File: config.mk
export PLATFORM = sky130hd
export DESIGN_NAME = inst_encoder
export DESIGN_NICKNAME = d
export VERILOG_FILES = /design/src/rtl/inst_encoder_pkg.sv /design/src/rtl/inst_encoder_fifo.sv /design/src/rtl/inst_encoder.sv
export SDC_FILE = /design/constraint.sdc
export NUM_CORES = 1
export LEC_CHECK = 0
export CAP_MARGIN = 5
export CELL_PAD_IN_SITES_DETAIL_PLACEMENT = 0
export CELL_PAD_IN_SITES_GLOBAL_PLACEMENT = 1
export CORE_ASPECT_RATIO = 0.5
export CORE_MARGIN = 2
export CORE_UTILIZATION = 40
export CTS_CLUSTER_DIAMETER = 100
export DETAILED_ROUTE_END_ITERATION = 8
export GPL_TIMING_DRIVEN = 0
export HOLD_SLACK_MARGIN = 0.02
export PLACE_DENSITY = 0.7
export SLEW_MARGIN = 20
export SYNTH_ARGS = -nofsm -noshare
export SYNTH_HDL_FRONTEND = slang
export SYNTH_SLANG_ARGS = --single-unit
File: constraint.sdc
create_clock -name clk -period 7.5 [get_ports clk]
set_clock_uncertainty 0.1 [all_clocks]
set_input_delay 1.875 -clock clk [delete_from_list [all_inputs] [get_ports clk]]
set_output_delay 1.875 -clock clk [all_outputs]
set_load 0.01 [all_outputs]
File: src/rtl/inst_encoder_pkg.sv
// Shared RV32I definitions: request kinds, base opcodes and the encoder FSM states.
// Also holds the signed-range helper used by the encoder's legality checks.
package RVS192_package;

  typedef enum logic [3:0] {
    ENC_LUI   = 4'd0,
    ENC_AUIPC = 4'd1,
    ENC_JAL   = 4'd2,
    ENC_JALR  = 4'd3,
    ENC_B     = 4'd4,
    ENC_L     = 4'd5,
    ENC_S     = 4'd6,
    ENC_I     = 4'd7,
    ENC_R     = 4'd8,
    ENC_LI    = 4'd9
  } enc_kind_e;

  localparam logic [6:0] LUI_TYPE   = 7'b0110111;
  localparam logic [6:0] AUIPC_TYPE = 7'b0010111;
  localparam logic [6:0] JAL_TYPE   = 7'b1101111;
  localparam logic [6:0] JALR_TYPE  = 7'b1100111;
  localparam logic [6:0] B_TYPE     = 7'b1100011;
  localparam logic [6:0] L_TYPE     = 7'b0000011;
  localparam logic [6:0] S_TYPE     = 7'b0100011;
  localparam logic [6:0] I_TYPE     = 7'b0010011;
  localparam logic [6:0] R_TYPE     = 7'b0110011;

  typedef enum logic {
    ST_IDLE  = 1'b0,
    ST_LI_LO = 1'b1
  } enc_state_e;

  // True when v is the sign extension of its low w bits (bits [31:w-1] all equal).
  function automatic logic fits_signed(input logic [31:0] v, input int unsigned w);
    logic [31:0] m;
    m = 32'hFFFF_FFFF << (w - 1);
    return ((v & m) == 32'h0) || ((v & m) == m);
  endfunction

endpackage

File: src/rtl/inst_encoder_fifo.sv
// Synchronous FIFO holding encoded words plus their last-word flag.
// Head reads as zero while empty; a push on a full FIFO is dropped.
module inst_fifo #(
  parameter int WIDTH = 33,
  parameter int DEPTH = 4
) (
  input  logic             clk,
  input  logic             rst,
  input  logic             i_clr,
  input  logic             i_push,
  input  logic [WIDTH-1:0] i_data,
  input  logic             i_pop,
  output logic [WIDTH-1:0] o_data,
  output logic             o_full,
  output logic             o_empty
);

  localparam int AW = $clog2(DEPTH);
  localparam logic [AW:0] FULL_CNT = (AW+1)'(DEPTH);

  logic [WIDTH-1:0] r_mem [DEPTH];
  logic [AW-1:0]    r_wptr;
  logic [AW-1:0]    r_rptr;
  logic [AW:0]      r_count;
  logic             w_do_push;
  logic             w_do_pop;

  assign o_full    = (r_count == FULL_CNT);
  assign o_empty   = (r_count == '0);
  assign w_do_push = i_push && !o_full;
  assign w_do_pop  = i_pop && !o_empty;
  assign o_data    = o_empty ? '0 : r_mem[r_rptr];

  // NOTE: storage has no reset; occupancy is tracked by r_count and the head is masked while empty.
  always_ff @(posedge clk) begin
    if (w_do_push && !i_clr && !rst) begin
      r_mem[r_wptr] <= i_data;
    end
  end

  // NOTE: sequential state uses non-blocking assignments so every register samples pre-edge values.
  always_ff @(posedge clk) begin
    if (rst || i_clr) begin
      r_wptr  <= '0;
      r_rptr  <= '0;
      r_count <= '0;
    end else begin
      if (w_do_push) r_wptr <= r_wptr + AW'(1);
      if (w_do_pop)  r_rptr <= r_rptr + AW'(1);
      unique case ({w_do_push, w_do_pop})
        2'b10:   r_count <= r_count + (AW+1)'(1);
        2'b01:   r_count <= r_count - (AW+1)'(1);
        default: r_count <= r_count;
      endcase
    end
  end

endmodule

File: src/rtl/inst_encoder.sv
// RV32I field-to-word encoder with LI -> LUI+ADDI expansion, feeding a small output FIFO.
// Illegal requests are consumed without a push and flagged by a one-cycle enc_err pulse.
module inst_encoder
  import RVS192_package::*;
#(
  parameter int INST_LENGTH = 32,
  parameter int DATA_LENGTH = 32,
  parameter int FIFO_DEPTH  = 4
) (
  input  logic                   clk,
  input  logic                   rst,
  input  logic                   flush,
  input  logic                   req_valid,
  output logic                   req_ready,
  input  logic [3:0]             req_kind,
  input  logic [2:0]             req_funct3,
  input  logic                   req_alt,
  input  logic [4:0]             req_rs1,
  input  logic [4:0]             req_rs2,
  input  logic [4:0]             req_rd,
  input  logic [DATA_LENGTH-1:0] req_imm,
  output logic                   inst_valid,
  input  logic                   inst_ready,
  output logic [INST_LENGTH-1:0] inst_out,
  output logic                   inst_last,
  output logic                   enc_err,
  output logic                   busy
);

  enc_state_e             r_state;
  enc_state_e             w_state_nxt;
  logic [INST_LENGTH-1:0] r_pend;
  logic [INST_LENGTH-1:0] w_pend_nxt;
  logic                   r_err;
  logic                   w_err_nxt;

  logic [INST_LENGTH-1:0] w_word;
  logic [INST_LENGTH-1:0] w_pend_word;
  logic                   w_err;
  logic                   w_last;
  logic                   w_li_two;
  logic                   w_shift;
  logic [19:0]            w_li_hi;

  logic                   w_accept;
  logic                   w_push;
  logic [INST_LENGTH:0]   w_push_data;
  logic [INST_LENGTH:0]   w_head;
  logic                   w_full;
  logic                   w_empty;

  assign w_shift = (req_funct3 == 3'b001) || (req_funct3 == 3'b101);
  // (imm + 0x800) >> 12 without carrying the unused low bits around.
  assign w_li_hi = req_imm[31:12] + {19'b0, req_imm[11]};

  // NOTE: every combinational output gets a default first so no path infers a latch.
  always_comb begin
    w_word      = '0;
    w_pend_word = '0;
    w_err       = 1'b0;
    w_last      = 1'b1;
    w_li_two    = 1'b0;
    case (req_kind)
      ENC_LUI: begin
        w_err  = (req_imm[11:0] != 12'h0);
        w_word = {req_imm[31:12], req_rd, LUI_TYPE};
      end
      ENC_AUIPC: begin
        w_err  = (req_imm[11:0] != 12'h0);
        w_word = {req_imm[31:12], req_rd, AUIPC_TYPE};
      end
      ENC_JAL: begin
        w_err  = !fits_signed(req_imm, 21) || req_imm[0];
        w_word = {req_imm[20], req_imm[10:1], req_imm[11], req_imm[19:12], req_rd, JAL_TYPE};
      end
      ENC_JALR: begin
        w_err  = !fits_signed(req_imm, 12);
        w_word = {req_imm[11:0], req_rs1, 3'b000, req_rd, JALR_TYPE};
      end
      ENC_B: begin
        w_err  = !fits_signed(req_imm, 13) || req_imm[0] ||
                 (req_funct3 == 3'b010) || (req_funct3 == 3'b011);
        w_word = {req_imm[12], req_imm[10:5], req_rs2, req_rs1, req_funct3,
                  req_imm[4:1], req_imm[11], B_TYPE};
      end
      ENC_L: begin
        w_err  = !fits_signed(req_imm, 12) || (req_funct3 == 3'b011) ||
                 (req_funct3 == 3'b110) || (req_funct3 == 3'b111);
        w_word = {req_imm[11:0], req_rs1, req_funct3, req_rd, L_TYPE};
      end
      ENC_S: begin
        w_err  = !fits_signed(req_imm, 12) || (req_funct3 > 3'b010);
        w_word = {req_imm[11:5], req_rs2, req_rs1, req_funct3, req_imm[4:0], S_TYPE};
      end
      ENC_I: begin
        if (w_shift) begin
          w_err  = (req_imm[31:5] != 27'h0);
          w_word = {1'b0, req_alt, 5'b0, req_imm[4:0], req_rs1, req_funct3, req_rd, I_TYPE};
        end else begin
          w_err  = !fits_signed(req_imm, 12);
          w_word = {req_imm[11:0], req_rs1, req_funct3, req_rd, I_TYPE};
        end
      end
      ENC_R: begin
        w_word = {1'b0, req_alt, 5'b0, req_rs2, req_rs1, req_funct3, req_rd, R_TYPE};
      end
      ENC_LI: begin
        if (fits_signed(req_imm, 12)) begin
          w_word = {req_imm[11:0], 5'd0, 3'b000, req_rd, I_TYPE};
        end else begin
          w_word      = {w_li_hi, req_rd, LUI_TYPE};
          w_last      = (req_imm[11:0] == 12'h0);
          w_li_two    = !w_last;
          w_pend_word = {req_imm[11:0], req_rd, 3'b000, req_rd, I_TYPE};
        end
      end
      default: w_err = 1'b1;
    endcase
  end

  always_comb begin
    w_state_nxt = r_state;
    w_pend_nxt  = r_pend;
    w_err_nxt   = 1'b0;
    w_accept    = 1'b0;
    w_push      = 1'b0;
    w_push_data = '0;
    req_ready   = 1'b0;
    case (r_state)
      ST_IDLE: begin
        req_ready = !w_full && !rst;
        w_accept  = req_valid && req_ready;
        if (w_accept) begin
          if (w_err) begin
            w_err_nxt = 1'b1;
          end else begin
            w_push      = 1'b1;
            w_push_data = {w_last, w_word};
            if (w_li_two) begin
              w_state_nxt = ST_LI_LO;
              w_pend_nxt  = w_pend_word;
            end
          end
        end
      end
      ST_LI_LO: begin
        if (!w_full) begin
          w_push      = 1'b1;
          w_push_data = {1'b1, r_pend};
          w_state_nxt = ST_IDLE;
        end
      end
      default: w_state_nxt = ST_IDLE;
    endcase
  end

  always_ff @(posedge clk) begin
    if (rst) begin
      r_state <= ST_IDLE;
      r_pend  <= '0;
      r_err   <= 1'b0;
    end else if (flush) begin
      r_state <= ST_IDLE;
      r_err   <= 1'b0;
    end else begin
      r_state <= w_state_nxt;
      r_pend  <= w_pend_nxt;
      r_err   <= w_err_nxt;
    end
  end

  inst_fifo #(
    .WIDTH(INST_LENGTH + 1),
    .DEPTH(FIFO_DEPTH)
  ) u_fifo (
    .clk    (clk),
    .rst    (rst),
    .i_clr  (flush),
    .i_push (w_push),
    .i_data (w_push_data),
    .i_pop  (inst_ready),
    .o_data (w_head),
    .o_full (w_full),
    .o_empty(w_empty)
  );

  assign inst_valid = !w_empty;
  assign inst_out   = w_head[INST_LENGTH-1:0];
  assign inst_last  = w_head[INST_LENGTH];
  assign enc_err    = r_err;
  assign busy       = (r_state != ST_IDLE) || !w_empty;

endmodule

-- Yosys cells after proc, flatten, opt, wreduce, memory -nomap -nowiden
Memories as Yosys holds them, arrays and structs flattened. A register that Yosys moved wholly into a read port is not among the register bits.
Cells that the tools add are included.
- $add $sub $neg: 5
- magnitude comparators: 1
- equality and inequality tests: 21
- multiplexer cells: 32
- bitwise gates (word level): 4
- reduce and logical (&&, ||, !) cells: 42
- operator list (kind ; count):
    $pmux 32 s10 ; 1
    $mux 33 ; 4
    $mux 32 ; 4
    $logic_not 32->1 ; 3
    $pmux 33 s2 ; 1
    $reduce_bool 27->1 ; 1
    $eq 21x21->1 const B ; 1
    $add 20x1->20 ; 1
    $eq 20x20->1 const B ; 1
    $eq 4x3->1 const B ; 4
    $mux 1 ; 16
    $logic_or 1x1->1 ; 14
    $eq 12x12->1 const B ; 1
    $eq 3x3->1 const B ; 4
    $logic_not 12->1 ; 1
    $reduce_bool 12->1 ; 1
    $eq 4x2->1 const B ; 2
    $eq 4x4->1 const B ; 2
    $logic_not 1->1 ; 8
    $pmux 1 s8 ; 1
    $eq 3x2->1 const B ; 2
    $logic_and 1x1->1 ; 6
    $pmux 3 s2 ; 1
    $reduce_or 2->1 ; 3
    16 further kinds ; 22
- bits in registers: 41
- memory bits (writable): 132
- output and inout port bits: 37
- memories: 1
- memories (memory ; depth ; width ; rd ports ; clocked after Yosys merged registers in ; write ports ; RTL line ; text):
    u_fifo.r_mem ; 4 ; 33 ; 1 ; 1 ; 1 ; inst_encoder_fifo.sv:21 ; logic [WIDTH-1:0] r_mem [DEPTH];

-- Depth between registers and ports, before layout
- depth after elaboration: 15
- gate-level depth with buffers: 13
- depth with buffers taken out: 13

-- Modules after synthesis
A second synthesis with hierarchy kept.
- cells, all modules: 652
- area total of the unflattened synthesis: 8013.9 µm²
- by module, submodules not included (module ; instances ; cells an instance ; area each (µm²) ; sequential area each (µm²)):
    inst_fifo ; 1 ; 265 ; 5504.0 ; 4144.0
    inst_encoder ; 1 ; 387 ; 2509.9 ; 400.4

-- Worst setup path after synthesis
OpenSTA, ideal clock, no wires.
- path type: input to register
- from: input req_imm[16]
- to: memory u_fifo.r_mem[0][10] (enable)
- arrival: 5.835 ns
- data required time: 6.932 ns
- setup slack: 1.097 ns
- cell stages on the path: 7
- cells stage by stage: or4_4 nor4_4 a32oi_1 o211ai_1 and4_1 a21oi_2 nor3b_1
- cells in the longest elaborated chain, start to end: 15
- elaborated cells between the ends (all ways): 26
- ends and longest elaborated chain (item ; RTL line ; text):
    start: declaration ; inst_encoder.sv:21 ; input logic [DATA_LENGTH-1:0] req_imm,
    $eq 21x21->1, or another cell as far along ; inst_encoder_pkg.sv:37 ; return ((v & m) == 32'h0) || ((v & m) == m);
    $logic_or 1x1->1 ; inst_encoder_pkg.sv:37 ;
    $logic_not 1->1 (on tied branches) ; - ;
    $logic_or 1x1->1 (on tied branches) (2 in a row) ; inst_encoder.sv:87, inst_encoder.sv:81 ;
    $logic_or 1x1->1 (on tied branches) ; inst_encoder.sv:88, inst_encoder.sv:82 ;
    $pmux 1 s8 (*) ; inst_encoder.sv:63 ; case (req_kind)
    $mux 1 (*) ; inst_encoder.sv:134 ; if (w_err) begin
    $mux 1 (*) ; inst_encoder.sv:133 ; if (w_accept) begin
    $pmux 1 s2 (*) ; inst_encoder.sv:129 ; case (r_state)
    $logic_and 1x1->1 (*) ; inst_encoder_fifo.sv:30 ; assign w_do_push = i_push && !o_full;
    $logic_and 1x1->1 (*) (2 in a row) ; inst_encoder_fifo.sv:36 ; if (w_do_push && !i_clr && !rst) begin
    $mux 1 (*) ; inst_encoder_fifo.sv:36 ;
    $mux 1 (implied by the code) (*) ; inst_encoder_fifo.sv:37 ; r_mem[r_wptr] <= i_data;
    end: declaration ; inst_encoder_fifo.sv:21 ;
Mark *: on every way between the ends. The rest lies on a longest branch, timed or not.

-- Worst setup path after layout
- from: input req_imm[24]
- to: memory u_fifo.r_mem[0][17] (enable)
The elaborated chain is that of the path after synthesis.

==> summary by stage <==
Run status
The run finished with clean final reports.

Clock network
The buffer cell driving the clock tree root is sky130_fd_sc_hd__clkbuf_16. The setup fix buffers added after clock tree synthesis is 0. The number of sinks driven by the clock tree is 157.

The post-cts repair resize count is 0. After clock tree synthesis, the flow added hold-fix buffers numbering 0. The maximum count of clock buffers along a single path is 2. The H-tree was split into 4 levels. The clock insertion delay at the later pin of the skew report is 420 ps. The CTS tree is yes.

In this run, CTS created clock tree buffers numbering 17. Clock-pin slew was measured on the worst setup and hold paths at 60 ps.

Routing
For this run, design rule violations remaining after detail routing come to 0. The total length of routed wires is 21700 um. The wire length per cell after detailed routing is 20.8 um. The detailed router finished its first iteration with 483 violations. In the routed layout, each cell is associated on average with a via count of 5.62. The first-pass detailed-route iteration total is 5. Once detail routing completed, the nets flagged for antenna violations numbered 0. The routed layout has 5859 vias.

Pwr
The static leakage is 3.07 nW. The internal power of the cells totals 1.54 mW. Of the total power, the clock network draws 0.441. Summed over all nets, the switching power comes to 437 uW. The worst IR drop on VDD is 0.182 mV.

The sequential share of power is 0.474. Dividing total power by cell area gives a power density of 201 mW/mm^2. The switching part of the total power is 0.221. Of the total power, combinational logic draws 0.085.

Run
The count of max-cap constraint violations is 0.

Finish
The number of fill cells in the layout is 1767. In the final layout, the share of cells above drive strength 1 is 0.136. The net count reported at finish is 833.

The non-filler instance count after layout is 1043. From synthesis to final layout, the design area changed by 26.0%. 0 antenna diodes ended up in the layout. For this run, the share of the core covered by cells in the final layout is 0.511.

Synthesis
Of the total synthesized cell area, the portion taken by AND, OR, NAND and NOR gates is 0.153. The multiplexer fraction of the synthesized cell area is 0.0961. The area share of the largest cell type after synthesis is 0.492. The number of distinct library cells after synthesis is 58. In the synthesized netlist the dominant register cell turns out to be sky130_fd_sc_hd__edfxtp_1. The Yosys step of the flow raised 0 warnings. The most common cell in the synthesized netlist is sky130_fd_sc_hd__edfxtp_1. The share of synthesized cell area in full adder, half adder and majority cells is 0.0154. Sorting the synthesized cells by how often they occur yields sky130_fd_sc_hd__edfxtp_1, sky130_fd_sc_hd__nand2_1, sky130_fd_sc_hd__and2_1, sky130_fd_sc_hd__nor2_1, sky130_fd_sc_hd__a21oi_1. Synthesis produced 638 cells. Synthesis inferred 157 register bits. The netlist area before placement is 0.00781 sq mm. The sequential-to-total area share from yosys stat is 0.566. The synthesized design spends more area on one cell type than any other, namely sky130_fd_sc_hd__edfxtp_1. Of the total synthesized cell area, the portion taken by XOR and XNOR cells is 0.0123. The number of synthesized flops with an enable pin is 128.

By area, the combinational part of the netlist is dominated by simple AND/OR/NAND/NOR gates. After synthesis, the share of flip-flops with an asynchronous set or reset is 0. Ranked by total cell area, the synthesized netlist is headed by sky130_fd_sc_hd__edfxtp_1, sky130_fd_sc_hd__mux4_2, sky130_fd_sc_hd__dfxtp_1, sky130_fd_sc_hd__and2_1, sky130_fd_sc_hd__a21oi_1. The net count after synthesis is 707. The average cell area after synthesis is 12.2 sq um.

The fraction of the mapped netlist area in compound gates was 0.125.

GRT
The via count of the first global-routing pass is 5657. The number of antenna violations at the first check in global routing is 0. The pin count of the biggest net entering global routing is 17.

The total overflow left after global routing is 0. The overall routing resource usage is 0.214. The global-route wire length before repair is 32800 um.

Placed design
The count of input and output buffers is 90. The half-perimeter wire length after placement is 16500 um. The setup slack at placement is 1030 ps.

The number of cells after detailed placement is 1011. Routability-driven placement finished with a final weighted congestion of 0.886.

STA
Setup repair after global routing left no endpoint under its margin. The least setup slack across all paths after layout is 1440 ps. The final count of hold timing violations is 0. Across all hold checks on the routed design, the worst slack comes to 365 ps. The final critical path time including I/O delays and setup is 6060 ps. The count of final max-slew check failures was 0. The share of the clock period used by the worst path after layout is 0.808.

For the pin with the worst max-slew slack, the measured transition is 896 ps. The timing-limited maximum frequency is 165 MHz. Setup violations remaining at the end of the flow were counted as 0. The remaining max-slew budget at the tightest pin is 0.403.

Setup total negative slack on the finished layout was measured at 0 ps.

Critical path
Data arrives at the worst endpoint at 6090 ps. Along the worst path, the maximum fanout reaches 8. The required time at the worst-slack endpoint is 7530 ps. By startpoint and endpoint, the worst setup path is classified as input pin to flip-flop. The endpoint class of the critical path is a flip-flop.

STA classifies the critical path startpoint as an input pin. The startpoint identified for the worst register-to-register timing path is r_state$_SDFF_PP0_. The timing startpoint of the critical path is req_imm[24].

Min path
In this run the most critical hold path is launched from r_pend[25]$_SDFFE_PP0P_. The worst hold path belongs to the class flip-flop to flip-flop.

Floorplan
The initialized floorplan defines 36 standard-cell rows. The floorplan die area is 0.0207 sq mm. For this configuration, the core starts out at a cell density of 0.405. The horizontal die dimension is 202 um. During I/O placement, the number of pins put on the boundary was 97. Measured along the y axis, the die boundary spans 103 um.

The total core area is 0.0193 sq mm.
path summary, 6_finish.rpt:
kind	end	slack, ps	depth (start not counted)
worst max-delay path	u_fifo.r_mem[0][17]$_DFFE_PP_	1440	12
worst max register to register	u_fifo.r_mem[0][17]$_DFFE_PP_	4520	7
worst min register to register	r_pend[25]$_SDFFE_PP0P_	370	2
worst min-delay path	r_pend[25]$_SDFFE_PP0P_	370	2
metal layers:
metal | global-route usage | routed length [um] | vias up
met5 | 0 | 0 | -
met4 | 0.0684 | 320 | 0
met3 | 0.0373 | 1460 | 22
met2 | 0.333 | 9690 | 207
met1 | 0.309 | 10200 | 2907
li1 | - | - | 2723
layout make-up:
type                            count  area [sq um]  area share
Multi-Input combinational cell    426          3160       0.322
Tap cell                          266           333      0.0338
Inverter                           12          45.0     0.00458
Timing Repair Buffer              107          1070       0.109
Sequential cell                   157          4420       0.450
Buffer                             43           201      0.0205
Clock inverter                     13           161      0.0164
Clock buffer                       19           443      0.0450
registers in the layout, summed over array words and instances, names as in the netlist, named ones only:
register        count
r_state             1
u_fifo.r_wptr       2
u_fifo.r_count      3
u_fifo.r_mem      128
r_pend             18
u_fifo.r_rptr       2
enc_err             1
stage by stage:
step	total power, mW	instance area (sq um)
floorplan	1.04	7810
global placement	1.12	9040
detailed placement	1.12	9240
CTS	1.99	9840
global route	2.04	9840
finish	1.98	9840
power by group through the flow:
stage,Sequential (mW),Clock (mW),Combinational [mW]
6_report,0.938,0.871,0.169
3_3_place_gp,0.957,0,0.164
5_1_grt,0.938,0.920,0.181
4_1_cts,0.938,0.884,0.167
2_1_floorplan,0.957,0,0.0834
3_5_place_dp,0.957,0,0.166
critical path, cell delays in order:
cell	delay [ps]
sky130_fd_sc_hd__clkdlybuf4s50_1	630
sky130_fd_sc_hd__nand4_1	180
sky130_fd_sc_hd__nor4_1	750
sky130_fd_sc_hd__a32oi_1	380
sky130_fd_sc_hd__o211ai_1	350
sky130_fd_sc_hd__and4_1	320
sky130_fd_sc_hd__a21oi_2	170
sky130_fd_sc_hd__nor3b_2	690
sky130_fd_sc_hd__buf_6	240
sky130_fd_sc_hd__buf_6	140
sky130_fd_sc_hd__buf_6	150
sky130_fd_sc_hd__buf_4	190
layout by cell type, fill, tap and decap left out, drive strengths merged, types with 5 or more instances in the layout:
cell type      instances
a22o                   8
buf                   36
nand3                  9
or3                    7
xor2                   7
a21oi                 42
clkbuf                43
dfxtp                 29
clkdlybuf4s50         90
and2                  42
clkinv                 6
a31oi                  6
a22oi                  7
edfxtp               128
nor2b                 10
nand2b                 5
a222oi                 5
inv                   15
and3                   5
o31ai                 18
mux4                  32
nor2                  42
nand4                 22
nor4                   7
nor3                  13
nand2                 43
a221oi                 5
ha                     8
o21ai                 35
kinds of logic after synthesis:
logic type	count (synthesis)
XOR/XNOR	11
AND/OR/NAND/NOR	221
buffers and inverters	55
multiplexers	35
AO/OA/AOI/OAI	150
adder cells (fa/ha/maj)	9
flip-flops	157
No activity file was read; power rests on OpenSTA's default activity.
